File: config.mk
export PLATFORM = sky130hd
export DESIGN_NAME = div8b_bcd_conv_flat
export DESIGN_NICKNAME = d
export VERILOG_FILES = /design/src/rtl/div8b_bcd_conv_pkg.sv /design/src/rtl/div8b_bcd_conv_if.sv /design/src/rtl/div8b_bcd_conv_dd_step.sv /design/src/rtl/div8b_bcd_conv.sv /design/src/flat_wrapper.sv
export SDC_FILE = /design/constraint.sdc
export NUM_CORES = 1
export LEC_CHECK = 0
export ABC_AREA = 1
export CORE_MARGIN = 3
export CORE_UTILIZATION = 40
export CTS_BUF_LIST = sky130_fd_sc_hd__clkbuf_8
export DETAILED_ROUTE_END_ITERATION = 12
export PLACE_DENSITY = 0.62
export SLEW_MARGIN = 20
export SYNTH_ARGS = -nofsm -noshare
export SYNTH_HDL_FRONTEND = slang
export SYNTH_SLANG_ARGS = --single-unit
File: constraint.sdc
create_clock -name clk -period 1.51 [get_ports clk]
set_input_delay 0.302 -clock clk [delete_from_list [all_inputs] [get_ports clk]]
set_output_delay 0.302 -clock clk [all_outputs]
set_load 0.01 [all_outputs]
File: src/rtl/div8b_bcd_conv_pkg.sv
// Shared types and defaults for the divider-result BCD converter.
package div8b_pkg;

  typedef enum logic [1:0] {
    IDLE  = 2'd0,
    SHIFT = 2'd1,
    DONE  = 2'd2
  } state_t;

  localparam int W_DEF      = 8;
  localparam int DIGITS_DEF = 3;
  localparam int BCD_W      = 4 * DIGITS_DEF;

endpackage

File: src/rtl/div8b_bcd_conv_if.sv
// Handshake bundle between div_8b, the BCD converter and the display side.
interface div8b_bcd_conv_if
  import div8b_pkg::*;
#(
  parameter int W      = W_DEF,
  parameter int DIGITS = DIGITS_DEF
);
  localparam int BW = 4 * DIGITS;

  logic          in_valid;
  logic [W-1:0]  in_quot;
  logic [W-1:0]  in_rem;
  logic          in_ready;
  logic          out_valid;
  logic          out_ack;
  logic [BW-1:0] quot_bcd;
  logic [BW-1:0] rem_bcd;
  logic          overrun;

  modport master (
    output in_valid, in_quot, in_rem, out_ack,
    input  in_ready, out_valid, quot_bcd, rem_bcd, overrun
  );

  modport slave (
    input  in_valid, in_quot, in_rem, out_ack,
    output in_ready, out_valid, quot_bcd, rem_bcd, overrun
  );
endinterface

File: src/rtl/div8b_bcd_conv_dd_step.sv
// One double-dabble step: add 3 to every BCD nibble >= 5, then shift left by 1.
module bcd_dd_step
  import div8b_pkg::*;
#(
  parameter int W      = W_DEF,
  parameter int DIGITS = DIGITS_DEF
) (
  input  logic [4*DIGITS+W-1:0] din,
  output logic [4*DIGITS+W-1:0] dout
);
  localparam int SW = 4 * DIGITS + W;

  logic [SW-1:0] adj;

  // Binary field passes through untouched; only the BCD nibbles get corrected.
  assign adj[W-1:0] = din[W-1:0];

  for (genvar d = 0; d < DIGITS; d++) begin : g_nib
    logic [3:0] nib;
    assign nib = din[W+4*d +: 4];
    assign adj[W+4*d +: 4] = (nib >= 4'd5) ? nib + 4'd3 : nib;
  end

  // Top bit never carries a 1 because 10^DIGITS exceeds the binary range.
  assign dout = adj << 1;
endmodule

File: src/rtl/div8b_bcd_conv.sv
// Captures div_8b quotient/remainder and converts both to packed BCD,
// one double-dabble step per clock, result offered with valid/ack.
module div8b_bcd_conv
  import div8b_pkg::*;
#(
  parameter int W       = W_DEF,
  parameter int DIGITS  = DIGITS_DEF,
  parameter bit EDGE_IN = 1'b1
) (
  input  logic             clk,
  input  logic             rst_n,
  div8b_bcd_conv_if.slave  bus
);
  localparam int BW = 4 * DIGITS;
  localparam int SW = BW + W;
  localparam int CW = (W > 1) ? $clog2(W) : 1;

  state_t        state, state_nxt;
  logic [SW-1:0] q_sr, r_sr, q_nxt, r_nxt;
  logic [CW-1:0] cnt;
  logic          prev;
  logic          evt;
  logic          last;
  logic [BW-1:0] quot_bcd_q, rem_bcd_q;
  logic          overrun_q;

  // Edge mode: rising edge of the divider's ready level; prev resets to 1 so
  // a ready already high coming out of reset is not mistaken for new data.
  assign evt  = EDGE_IN ? (bus.in_valid & ~prev)
                        : (bus.in_valid & (state == IDLE));
  assign last = (cnt == CW'(W - 1));

  bcd_dd_step #(.W(W), .DIGITS(DIGITS)) u_step_q (.din(q_sr), .dout(q_nxt));
  bcd_dd_step #(.W(W), .DIGITS(DIGITS)) u_step_r (.din(r_sr), .dout(r_nxt));

  // State register.
  always_ff @(posedge clk) begin
    if (!rst_n) state <= IDLE;
    else        state <= state_nxt;
  end

  // Next-state: capture -> W shift steps -> hold until acknowledged.
  always_comb begin
    state_nxt = state;
    unique case (state)
      IDLE:    if (evt)         state_nxt = SHIFT;
      SHIFT:   if (last)        state_nxt = DONE;
      DONE:    if (bus.out_ack) state_nxt = IDLE;
      default:                  state_nxt = IDLE;
    endcase
  end

  // Handshake outputs decoded from state.
  always_comb begin
    bus.in_ready  = (state == IDLE);
    bus.out_valid = (state == DONE);
  end

  // Datapath: operand capture, shift steps, result latch, edge history, overrun.
  always_ff @(posedge clk) begin
    if (!rst_n) begin
      q_sr       <= '0;
      r_sr       <= '0;
      cnt        <= '0;
      quot_bcd_q <= '0;
      rem_bcd_q  <= '0;
      overrun_q  <= 1'b0;
      prev       <= 1'b1;
    end else begin
      prev <= bus.in_valid;
      // New data while busy is dropped; the in-flight result is kept.
      if (evt && state != IDLE) overrun_q <= 1'b1;
      unique case (state)
        IDLE: if (evt) begin
          q_sr <= {{BW{1'b0}}, bus.in_quot};
          r_sr <= {{BW{1'b0}}, bus.in_rem};
          cnt  <= '0;
        end
        SHIFT: begin
          q_sr <= q_nxt;
          r_sr <= r_nxt;
          cnt  <= cnt + 1'b1;
          if (last) begin
            quot_bcd_q <= q_nxt[SW-1:W];
            rem_bcd_q  <= r_nxt[SW-1:W];
          end
        end
        default: ;
      endcase
    end
  end

  assign bus.quot_bcd = quot_bcd_q;
  assign bus.rem_bcd  = rem_bcd_q;
  assign bus.overrun  = overrun_q;
endmodule

File: src/flat_wrapper.sv
// flat-port wrapper written by rule: the top's interface ports become plain ports
module div8b_bcd_conv_flat import div8b_pkg::*;
#(
  parameter int W       = W_DEF,
  parameter int DIGITS  = DIGITS_DEF,
  parameter bit EDGE_IN = 1'b1
)
  (clk, rst_n, bus_in_valid, bus_in_quot, bus_in_rem, bus_out_ack, bus_in_ready, bus_out_valid, bus_quot_bcd, bus_rem_bcd, bus_overrun);
  div8b_bcd_conv_if #(.W(W), .DIGITS(DIGITS)) bus_i ();
  input  logic clk;
  input  logic rst_n;
  input wire logic [$bits(bus_i.in_valid)-1:0] bus_in_valid;
  input wire logic [$bits(bus_i.in_quot)-1:0] bus_in_quot;
  input wire logic [$bits(bus_i.in_rem)-1:0] bus_in_rem;
  input wire logic [$bits(bus_i.out_ack)-1:0] bus_out_ack;
  output wire logic [$bits(bus_i.in_ready)-1:0] bus_in_ready;
  output wire logic [$bits(bus_i.out_valid)-1:0] bus_out_valid;
  output wire logic [$bits(bus_i.quot_bcd)-1:0] bus_quot_bcd;
  output wire logic [$bits(bus_i.rem_bcd)-1:0] bus_rem_bcd;
  output wire logic [$bits(bus_i.overrun)-1:0] bus_overrun;
  assign bus_i.in_valid = bus_in_valid;
  assign bus_i.in_quot = bus_in_quot;
  assign bus_i.in_rem = bus_in_rem;
  assign bus_i.out_ack = bus_out_ack;
  assign bus_in_ready = bus_i.in_ready;
  assign bus_out_valid = bus_i.out_valid;
  assign bus_quot_bcd = bus_i.quot_bcd;
  assign bus_rem_bcd = bus_i.rem_bcd;
  assign bus_overrun = bus_i.overrun;
  div8b_bcd_conv #(.W(W), .DIGITS(DIGITS), .EDGE_IN(EDGE_IN)) u_core (.clk(clk), .rst_n(rst_n), .bus(bus_i));
endmodule
==> impl_metrics.csv, run 1 <==
group,metric,value,unit
status,status,"finished, final reports clean",
power_and_ir_drop,comb_power_share,0.074,
yosys,ys_ff_latch,71,
timing,rsz0062_at_grt,"yes",
yosys,synth_largest_area_cell,"dfxtp_1",
power_and_ir_drop,swShare,0.230,
setup_path,crit_family,"buffers and inverters",
setup_path,rrSetupSlack,0.008,ns
power_and_ir_drop,p_int,0.00293,W
layout,layout_common_cells,"nand2_1, dfxtp_1, inv_1",
cts,clk_latency,0.35,ns
yosys,synth_top_family_by_area,"simple AND/OR/NAND/NOR gates",
yosys,synth_compound_area_frac,0.148,
floorplan,io_pins,47,
yosys,synth-async-reset-ratio,0,
setup_path,crit_arrival,1.75,ns
layout,antenna_cells,0,
cts,cts_buffers,9,
layout,drive_above_1_share,0.110,
route,drc,0,
layout,syn_to_final_growth,29.8,%
global_routing,track_usage,0.169,
floorplan,die-area,9730,um2
setup_path,crit_buf_inv,4,
placed_design,dp_cells,639,
cts,clk_pin_slew,0.07,ns
global_routing,grt_pass1_wl,13.5,mm
power_and_ir_drop,p_seq_frac,0.510,
setup_path,slowest_delay,0.36,ns
timing,fmax,666,MHz
power_and_ir_drop,ir_drop,0.357,mV
route,vias,3252,
global_routing,overflow,0,
setup_path,reg2reg_depth,8,
cts,cts_max_level,3,
cts,cts.sinks,71,
layout,fill_cells,812,
power_and_ir_drop,clockPowerShare,0.417,
route,avgRoutedWirePerCell,12.6,um
min_path,hold_start,"u_core.q_sr[2]",
floorplan,std_cell_rows,33,
power_and_ir_drop,p_sw,0.000876,W
yosys,synth_edf_count,0,
yosys,synth_xor_area_frac,0,
timing,timing.final.crit_share,0.994,
yosys,synth-simple-area-share,0.284,
timing,maxSlewViolCount,0,
timing,tightest_slew,0.320,ns
floorplan,initial_core_util,0.416,
yosys,synth-seq-area-share,0.414,
timing,fin_hold_ws,0.458,ns
placed_design,port-buffer-count,46,
power_and_ir_drop,leakage,2.11,nW
layout,finalNetCount,586,
global_routing,grt_max_degree,34,
setup_path,cp-start-kind,"flop",
min_path,hold_depth,2,
timing,finalClockSkew,0.0124,ns
setup_path,critPathRequiredTime,1.76,ns
power_and_ir_drop,power.density,854,nW/um2
timing,post-route-min-period,1.50,ns
placed_design,dp_hpwl,5.41,mm
yosys,synth_cell_types,25,
layout,final_cells,662,
setup_path,reg2reg_from,"u_core.cnt[0]",
layout,layout_commonest_cell,"nand2_1",
timing,relSlewSlack,0.786,
floorplan,fp.dieW,98.6,um
setup_path,reg2reg_to,"u_core.bus.rem_bcd[5]",
cts,tritoncts,"built",
min_path,worstHoldEndpoint,"u_core.q_sr[2]",
route,drt-initial-drc-count,148,
setup_path,critPathKind,"flop to flop",
yosys,ys_top_cells_by_area,"dfxtp_1, nand2_1, inv_1, ha_1, a21oi_1",
timing,hold_violations,0,
yosys,synth.avg_cell_area,7.00,um2
min_path,min_path_type,"flop to flop",
cts,cts_hold_buf,0,
yosys,synth_cells,490,
job,maxCapViolCount,0,
setup_path,cp_max_fo,9,
yosys,syn_nets,524,
floorplan,dieHeight,98.6,um
timing,setup_viol,0,
yosys,synth_area,3430,um2
route,drt-total-wl,8.36,mm
yosys,synthFlopType,"dfxtp_1",
power_and_ir_drop,total_power,0.00381,W
placed_design,globalplace.congestion,0.835,
yosys,synth_warnings,0,
layout,utilization,0.539,
route,vias_per_cell,4.91,
layout,multi_input_area,1740,um2
yosys,synth_mux_area_frac,0.0117,
global_routing,grt_pass1_vias,3096,
setup_path,crit_chain,"ha_4 -> ha_4 -> inv_2 -> nor2_4 -> buf_12 -> clkbuf_16 -> a21o_1 -> inv_1",
yosys,yosys.area.top_type_share,0.414,
floorplan,core,8260,um2
route,ant_nets,0,
route,dr.pass1.iters,4,
yosys,synthAdderAreaFrac,0.0510,
global_routing,antenna_found_initial,0,
cts,cts_root_buffer,"clkbuf_8",
layout,register_area,1430,um2
setup_path,crit_path_end_kind,"flop",
setup_path,crit_top_cell,"ha_4",
cts,cts_buffer_depth,2,
setup_path,cpMaxStageDelayCell,"dfxtp_2",
-- Yosys cell counts (all sizes together) (4+ instances only) --
cell	instances
nand2	151
dfxtp	71
inv	51
nor2	43
o21ai	40
a21oi	34
nand3	29
buf	15
ha	14
nand4	12
a21o	11
clkbuf	7
o21a	5
mux2i	4
-- worst max-delay path by stage --
stage / startpoint / slack [ns] / endpoint / depth (start not counted)
after floorplan: u_core.cnt[0] / 0.21 / u_core.bus.rem_bcd[9] / 8
after global placement: bus_in_valid / -0.08 / u_core.r_sr[3] / 9
after detailed placement: bus_in_valid / -0.13 / u_core.r_sr[6] / 9
after CTS: u_core.state[1] / 0.0009 / bus_in_ready / 3
after global routing: u_core.cnt[1] / -0.05 / u_core.bus.quot_bcd[4] / 9
final: u_core.cnt[0] / 0.008 / u_core.bus.rem_bcd[5] / 8
-- power groups by stage --
| stage | clock, W | combinational [W] | sequential, W |
|---|---|---|---|
| global route | 0.00172 | 0.000316 | 0.00194 |
| CTS | 0.00163 | 0.000284 | 0.00194 |
| floorplan | 0 | 0.000162 | 0.00197 |
| detailed placement | 0 | 0.000284 | 0.00198 |
| finish | 0.00159 | 0.000281 | 0.00194 |
| global placement | 0 | 0.000280 | 0.00198 |
-- through the flow --
| stage | area (um2) | setup WS [ns] | TNS, ns |
|---|---|---|---|
| floorplan | 3430 | 0.211 | 0 |
| CTS | 4320 | 0.000854 | 0 |
| global route | 4450 | -0.0474 | -0.555 |
| global placement | 4110 | -0.0824 | -1.26 |
| finish | 4450 | 0.00838 | 0 |
| detailed placement | 4110 | -0.126 | -2.40 |
-- sequential cells by signal (all words and copies together) (netlist names) --
| register | count |
|---|---|
| u_core.prev | 1 |
| u_core.bus.quot_bcd | 12 |
| u_core.bus.rem_bcd | 12 |
| u_core.cnt | 3 |
| u_core.state | 2 |
| u_core.r_sr | 20 |
| u_core.bus.overrun | 1 |
| u_core.q_sr | 20 |
-- metal layers --
layer  vias up  track usage  routed length, um
li1       1695            -                  -
met1      1486        0.211               3980
met2        60        0.277               3930
met3        11       0.0439                307
met4         0       0.0704                137
met5         -            0                  0
-- what timing repair did --
item                                    in CTS  in global routing
endpoints found under the setup margin      35                 27
buffers inserted                             0                  3
resized for setup                           30                 15
pin swaps                                    1                  2
gates cloned                                 1                  3
-- layout make-up --
type | count | area share
clock buffers | 12 | 0.0371
inverters | 51 | 0.0435
multi-input cells | 346 | 0.390
well taps | 105 | 0.0295
clock inverters | 4 | 0.00983
flip-flops and latches | 71 | 0.321
repair buffers | 73 | 0.170
-- tightest hold or removal path: cells and delay by family, from the launching register on --
kind	cells	cell delay, ns
flops	1	0.30
buf+inv	1	0.06
compound gates	1	0.05
-- cells by family after synthesis --
kind of cell             Yosys count
AO/OA/AOI/OAI                     92
multiplexers                       4
adder cells (fa/ha/maj)           14
flip-flops                        71
AND/OR/NAND/NOR                  236
buffers and inverters             73
No activity file was read; power rests on OpenSTA's default activity.
==> run 2: changes to the inputs <==
- PLACE_DENSITY: 0.62 -> not set
==> run 2 against run 1 <==
Maximum frequency grew 4.8%. Die area unchanged. Combinational power about the same. Sequential power about the same. Sequential cell count unchanged. Utilization shrank 0.061 points. Critical endpoint unchanged. Total power rose by 1.3%. First-iteration DRC count is 6.8% higher. Register-to-register slack improved by 0.07 ns.
==> impl_metrics.csv, run 2 (synthesis results as in run 1) <==
group,metric,value,unit
job,maxCapViolCount,0,
layout,final_cells,663,
floorplan,fp.dieW,98.6,um
timing,maxSlewViolCount,0,
setup_path,endpoint,"u_core.bus.rem_bcd[5]",
route,ant_nets,0,
layout,final_area,4450,um2
placed_design,port-buffer-count,46,
global_routing,track_usage,0.164,
setup_path,reg2reg_to,"u_core.bus.rem_bcd[5]",
setup_path,cp-start-kind,"flop",
timing,relSlewSlack,0.793,
floorplan,core,8260,um2
route,wl_met1,3.79,mm
timing,timing.final.crit_share,0.949,
timing,post-route-min-period,1.43,ns
global_routing,grt_pass1_wl,13.2,mm
setup_path,slowest_delay,0.32,ns
layout,syn_to_final_growth,29.6,%
min_path,hold_start,"u_core.q_sr[2]",
cts,clk_pin_slew,0.07,ns
timing,fmax,698,MHz
placed_design,dp_cells,643,
status,status,"finished, final reports clean",
power_and_ir_drop,power.density,866,nW/um2
floorplan,std_cell_rows,33,
route,top_layer,"met4",
timing,hold_violations,0,
cts,cts_root_buffer,"clkbuf_8",
timing,rsz0062_at_grt,"no",
route,avgRoutedWirePerCell,11.7,um
layout,layout_common_cells,"nand2_1, dfxtp_1, inv_1",
setup_path,rrSetupSlack,0.08,ns
layout,largestRegisters,"u_core.q_sr x20, u_core.r_sr x20",
floorplan,initial_core_util,0.416,
cts,cts_buffer_depth,2,
floorplan,dieHeight,98.6,um
power_and_ir_drop,total_power,0.00385,W
setup_path,crit_path_end_kind,"flop",
global_routing,grt_pass1_vias,2920,
layout,finalNetCount,588,
route,drt-initial-drc-count,158,
floorplan,io_pins,47,
cts,cts_buffers,9,
timing,setup_viol,0,
route,met2_length,3.57,mm
global_routing,overflow,0,
layout,antenna_cells,0,
setup_path,critPathKind,"flop to flop",
placed_design,place_area,4110,um2
timing,setup_tns,0,ns
setup_path,critPathLaunch,"u_core.cnt[0]",
layout,layout_commonest_cell,"nand2_1",
timing,fin_hold_ws,0.452,ns
route,drt-total-wl,7.73,mm
cts,clk_latency,0.34,ns
setup_path,reg2reg_depth,9,
floorplan,die-area,9730,um2
power_and_ir_drop,ir_drop,0.585,mV
route,vias,3227,
timing,finalClockSkew,0.0104,ns
cts,cts_hold_buf,0,
min_path,min_path_type,"flop to flop",
layout,drive_above_1_share,0.120,
cts,tritoncts,"built",
cts,cts.sinks,71,
route,vias_per_cell,4.87,
global_routing,grt_max_degree,30,
route,wl_met3,320,um
global_routing,antenna_found_initial,0,
placed_design,globalplace.congestion,0.875,
power_and_ir_drop,leakage,2.12,nW
setup_path,cpMaxStageDelayCell,"dfxtp_2",
timing,tightest_slew,0.307,ns
setup_path,crit_chain,"ha_2 -> ha_4 -> inv_2 -> nor2_4 -> buf_12 -> buf_8 -> buf_4 -> a21o_1 -> inv_1",
setup_path,cp_max_fo,7,
route,drc,0,
cts,cts_max_level,3,
setup_path,crit_arrival,1.72,ns
route,dr.pass1.iters,4,
setup_path,critPathRequiredTime,1.80,ns
placed_design,dp_hpwl,5.39,mm
setup_path,reg2reg_from,"u_core.cnt[0]",
==> run 2: final cells by class <==
cell class                 instances  area [um2]
clock buffer                      10         138
clock inverter                     5        73.8
fill                             832        3810
inverter                          51         196
multi-input combinational        346        1750
sequential                        71        1430
tap                              105         131
timing repair buffer              75         736
==> run 2: worst min-delay path by stage <==
stage / end / slack [ns] / cells after the start
final: u_core.q_sr[2] / 0.45 / 2
after global routing: u_core.q_sr[19] / 0.47 / 2
after detailed placement: u_core.q_sr[2] / 0.44 / 2
after floorplan: u_core.prev / 0.41 / 2
after CTS: u_core.q_sr[2] / 0.45 / 2
after global placement: u_core.q_sr[2] / 0.43 / 2
==> run 2: through the flow <==
step                       util  worst slack [ns]
final                     0.539            0.0766
after global routing      0.539           0.00125
after CTS                 0.523            0.0144
after detailed placement  0.498            -0.125
after global placement    0.498           -0.0867
after floorplan               -             0.211
==> run 2: what timing repair did <==
item	in CTS	in global routing
pin swaps	0	2
setup endpoints to repair	42	25
gates cloned	0	2
setup buffers	2	1
resized for setup	34	21
==> run 2: routing by layer <==
metal,vias to the layer above,global-route usage
li1,1704,-
met1,1456,0.217
met2,63,0.267
met3,4,0.0446
met4,0,0.0410
met5,-,0
==> run 2: where the power goes <==
| group | total [W] | switching (W) | leakage (nW) | internal (W) |
|---|---|---|---|---|
| sequential | 0.00194 | 0.0000253 | 0.577 | 0.00191 |
| clock | 0.00164 | 0.000681 | 0.113 | 0.000955 |
| combinational | 0.000280 | 0.000150 | 1.43 | 0.000129 |
| total | 0.00385 | 0.000856 | 2.12 | 0.00300 |
==> run 2: critical path: cells and delay by family (launching register included) <==
kind	cells	cell delay, ns
AOI/OAI and AO/OA	1	0.17
adders and majority gates	2	0.35
buffers and inverters	5	0.51
DFF	1	0.32
and+or+nand+nor	1	0.04
==> run 3: changes to the inputs <==
- ABC_AREA: 1 -> not set
- RECOVER_POWER: not set -> 25
==> run 3 against run 2 <==
Clock-buffer cell count did not move. Synthesized cell count decreased by 25%. Non-clock buffer count up 9. Via count shrank 12%. Setup slack worse by 0.032 ns. Clock skew is essentially flat. Cell area shrank 0.42%. Routed wire length down 4.9%. Largest cell class unchanged.
==> impl_metrics.csv, run 3 <==
group,metric,value,unit
floorplan,io_pins,47,
power_and_ir_drop,ir_drop,0.452,mV
min_path,min_path_type,"input pin to flop",
timing,fmax,683,MHz
floorplan,std_cell_rows,32,
cts,clk_latency,0.34,ns
placed_design,dp_hpwl,5.14,mm
global_routing,antenna_found_initial,0,
timing,fin_hold_ws,0.388,ns
route,vias,2838,
layout,largestRegisters,"u_core.q_sr x20, u_core.r_sr x20",
setup_path,cp-start-kind,"flop",
setup_path,crit_chain,"inv_2 -> ha_1 -> nand2b_4 -> a21oi_4 -> or4b_1 -> nand3_2",
layout,antenna_cells,0,
yosys,yosys.area.top_type_share,0.439,
global_routing,grt_pass1_wl,12.3,mm
timing,setup_tns,0,ns
route,drt-total-wl,7.35,mm
layout,multi_input_area,1800,um2
global_routing,track_usage,0.171,
route,drt-initial-drc-count,54,
timing,setup_viol,0,
route,vias_per_cell,5.21,
cts,cts_hold_buf,0,
setup_path,crit_family,"simple AND/OR/NAND/NOR gates",
floorplan,initial_core_util,0.415,
cts,cts_buffers,9,
floorplan,core,7810,um2
timing,post-route-min-period,1.47,ns
layout,layout_common_cells,"dfxtp_1, nand2_1, buf_4",
cts,cts.sinks,71,
floorplan,fp.dieW,96.0,um
layout,layout_commonest_cell,"dfxtp_1",
yosys,synth_area,3240,um2
timing,maxSlewViolCount,0,
yosys,synth_warnings,0,
job,maxCapViolCount,0,
power_and_ir_drop,leakage,1.93,nW
yosys,ys_ff_latch,71,
cts,cts_buffer_depth,2,
global_routing,overflow,0,
timing,timing.final.crit_share,0.970,
route,dr.pass1.iters,4,
floorplan,dieHeight,96.0,um
yosys,synth_cell_types,34,
route,drc,0,
timing,tightest_slew,0.333,ns
yosys,synth_cells,367,
yosys,syn_nets,401,
placed_design,port-buffer-count,46,
global_routing,grt_pass1_vias,2615,
global_routing,grt_max_degree,31,
setup_path,critPathKind,"flop to flop",
yosys,synth_edf_count,0,
yosys,synth.avg_cell_area,8.82,um2
timing,hold_violations,0,
yosys,synthTopCellsByCount,"dfxtp_1, nand2_1, nand3_1",
yosys,synth_largest_area_cell,"dfxtp_1",
setup_path,crit_path_end_kind,"flop",
yosys,synth-seq-area-share,0.439,
route,ant_nets,0,
setup_path,crit_arrival,1.74,ns
layout,fill_cells,702,
cts,tritoncts,"built",
status,status,"finished, final reports clean",
layout,finalNetCount,472,
yosys,synth_most_common_cell,"dfxtp_1",
setup_path,critPathRequiredTime,1.79,ns
yosys,ys_top_cells_by_area,"dfxtp_1, ha_1, nand2_1, nand3_1, o211a_1",
power_and_ir_drop,power.density,919,nW/um2
setup_path,crit_buf_inv,1,
placed_design,globalplace.congestion,0.758,
route,avgRoutedWirePerCell,13.5,um
yosys,synth-async-reset-ratio,0,
setup_path,cp_max_fo,5,
yosys,synthFlopType,"dfxtp_1",
layout,syn_to_final_growth,36.9,%
cts,cts_root_buffer,"clkbuf_8",
floorplan,die-area,9210,um2
layout,drive_above_1_share,0.221,
cts,clk_pin_slew,0.07,ns
setup_path,slowest_delay,0.54,ns
cts,cts_setup_buffers,0,
timing,finalClockSkew,0.0107,ns
setup_path,cpMaxStageDelayCell,"or4b_1",
layout,register_area,1440,um2
cts,cts_max_level,3,
timing,relSlewSlack,0.778,
[run 3: power breakdown]
part           total (W)  switching [W]  internal (W)
Combinational   0.000289       0.000139      0.000149
Clock            0.00185       0.000712       0.00114
Sequential       0.00193      0.0000261       0.00191
[run 3: worst reg2reg max path: stages, from the launching register on]
cell,delay [ns]
dfxtp_2,0.34
inv_2,0.09
ha_1,0.16
nand2b_4,0.13
a21oi_4,0.07
or4b_1,0.54
nand3_2,0.08
[run 3: logic make-up after synthesis]
family,count (synthesis),share of synthesized area
and+or+nand+nor,134,0.218
adders and majority gates,14,0.0541
buffers and inverters,37,0.0491
muxes,6,0.0209
xor gates and xnor gates,6,0.0162
AOI/OAI and AO/OA,99,0.203
DFF,71,0.439
[run 3: metrics by stage]
stage               power (W)  cell area, um2  utilization  instances  setup slack, ns
floorplan             0.00213            3240            -        367           0.0274
global placement      0.00227            4070        0.521        529           -0.185
detailed placement    0.00227            4070        0.521        529           -0.215
CTS                   0.00412            4320        0.553        545          0.00550
global route          0.00423            4430        0.567        545         -0.00928
finish                0.00407            4430        0.567        545           0.0448
[run 3: path summary, 6_finish.rpt]
kind | startpoint | endpoint | slack [ns] | cells after the start
worst max-delay path | u_core.q_sr[17] | u_core.bus.quot_bcd[9] | 0.04 | 6
worst min-delay path | rst_n | u_core.q_sr[19] | 0.39 | 3
worst max register to register | u_core.q_sr[17] | u_core.bus.quot_bcd[9] | 0.04 | 6
worst min register to register | u_core.bus.rem_bcd[0] | u_core.bus.rem_bcd[0] | 0.46 | 2
[run 3: timing repair]
| action | CTS | global route |
|---|---|---|
| pin swaps | 2 | 7 |
| gates resized for setup | 41 | 36 |
| setup endpoints to repair | 46 | 33 |
[run 3: routing by layer]
layer | share of wire | vias to the layer above | track usage
met5 | 0 | - | 0
met4 | 0.013 | 0 | 0.0640
met3 | 0.032 | 8 | 0.0360
met2 | 0.46 | 46 | 0.268
met1 | 0.49 | 1332 | 0.231
li1 | - | 1452 | -
[run 3: final cells by class]
cell class	instances	area share
Tap cell	102	0.0288
Timing Repair Buffer	84	0.174
Clock buffer	10	0.0311
Sequential cell	71	0.325
Multi-Input combinational cell	259	0.406
Inverter	13	0.0110
Clock inverter	6	0.0243
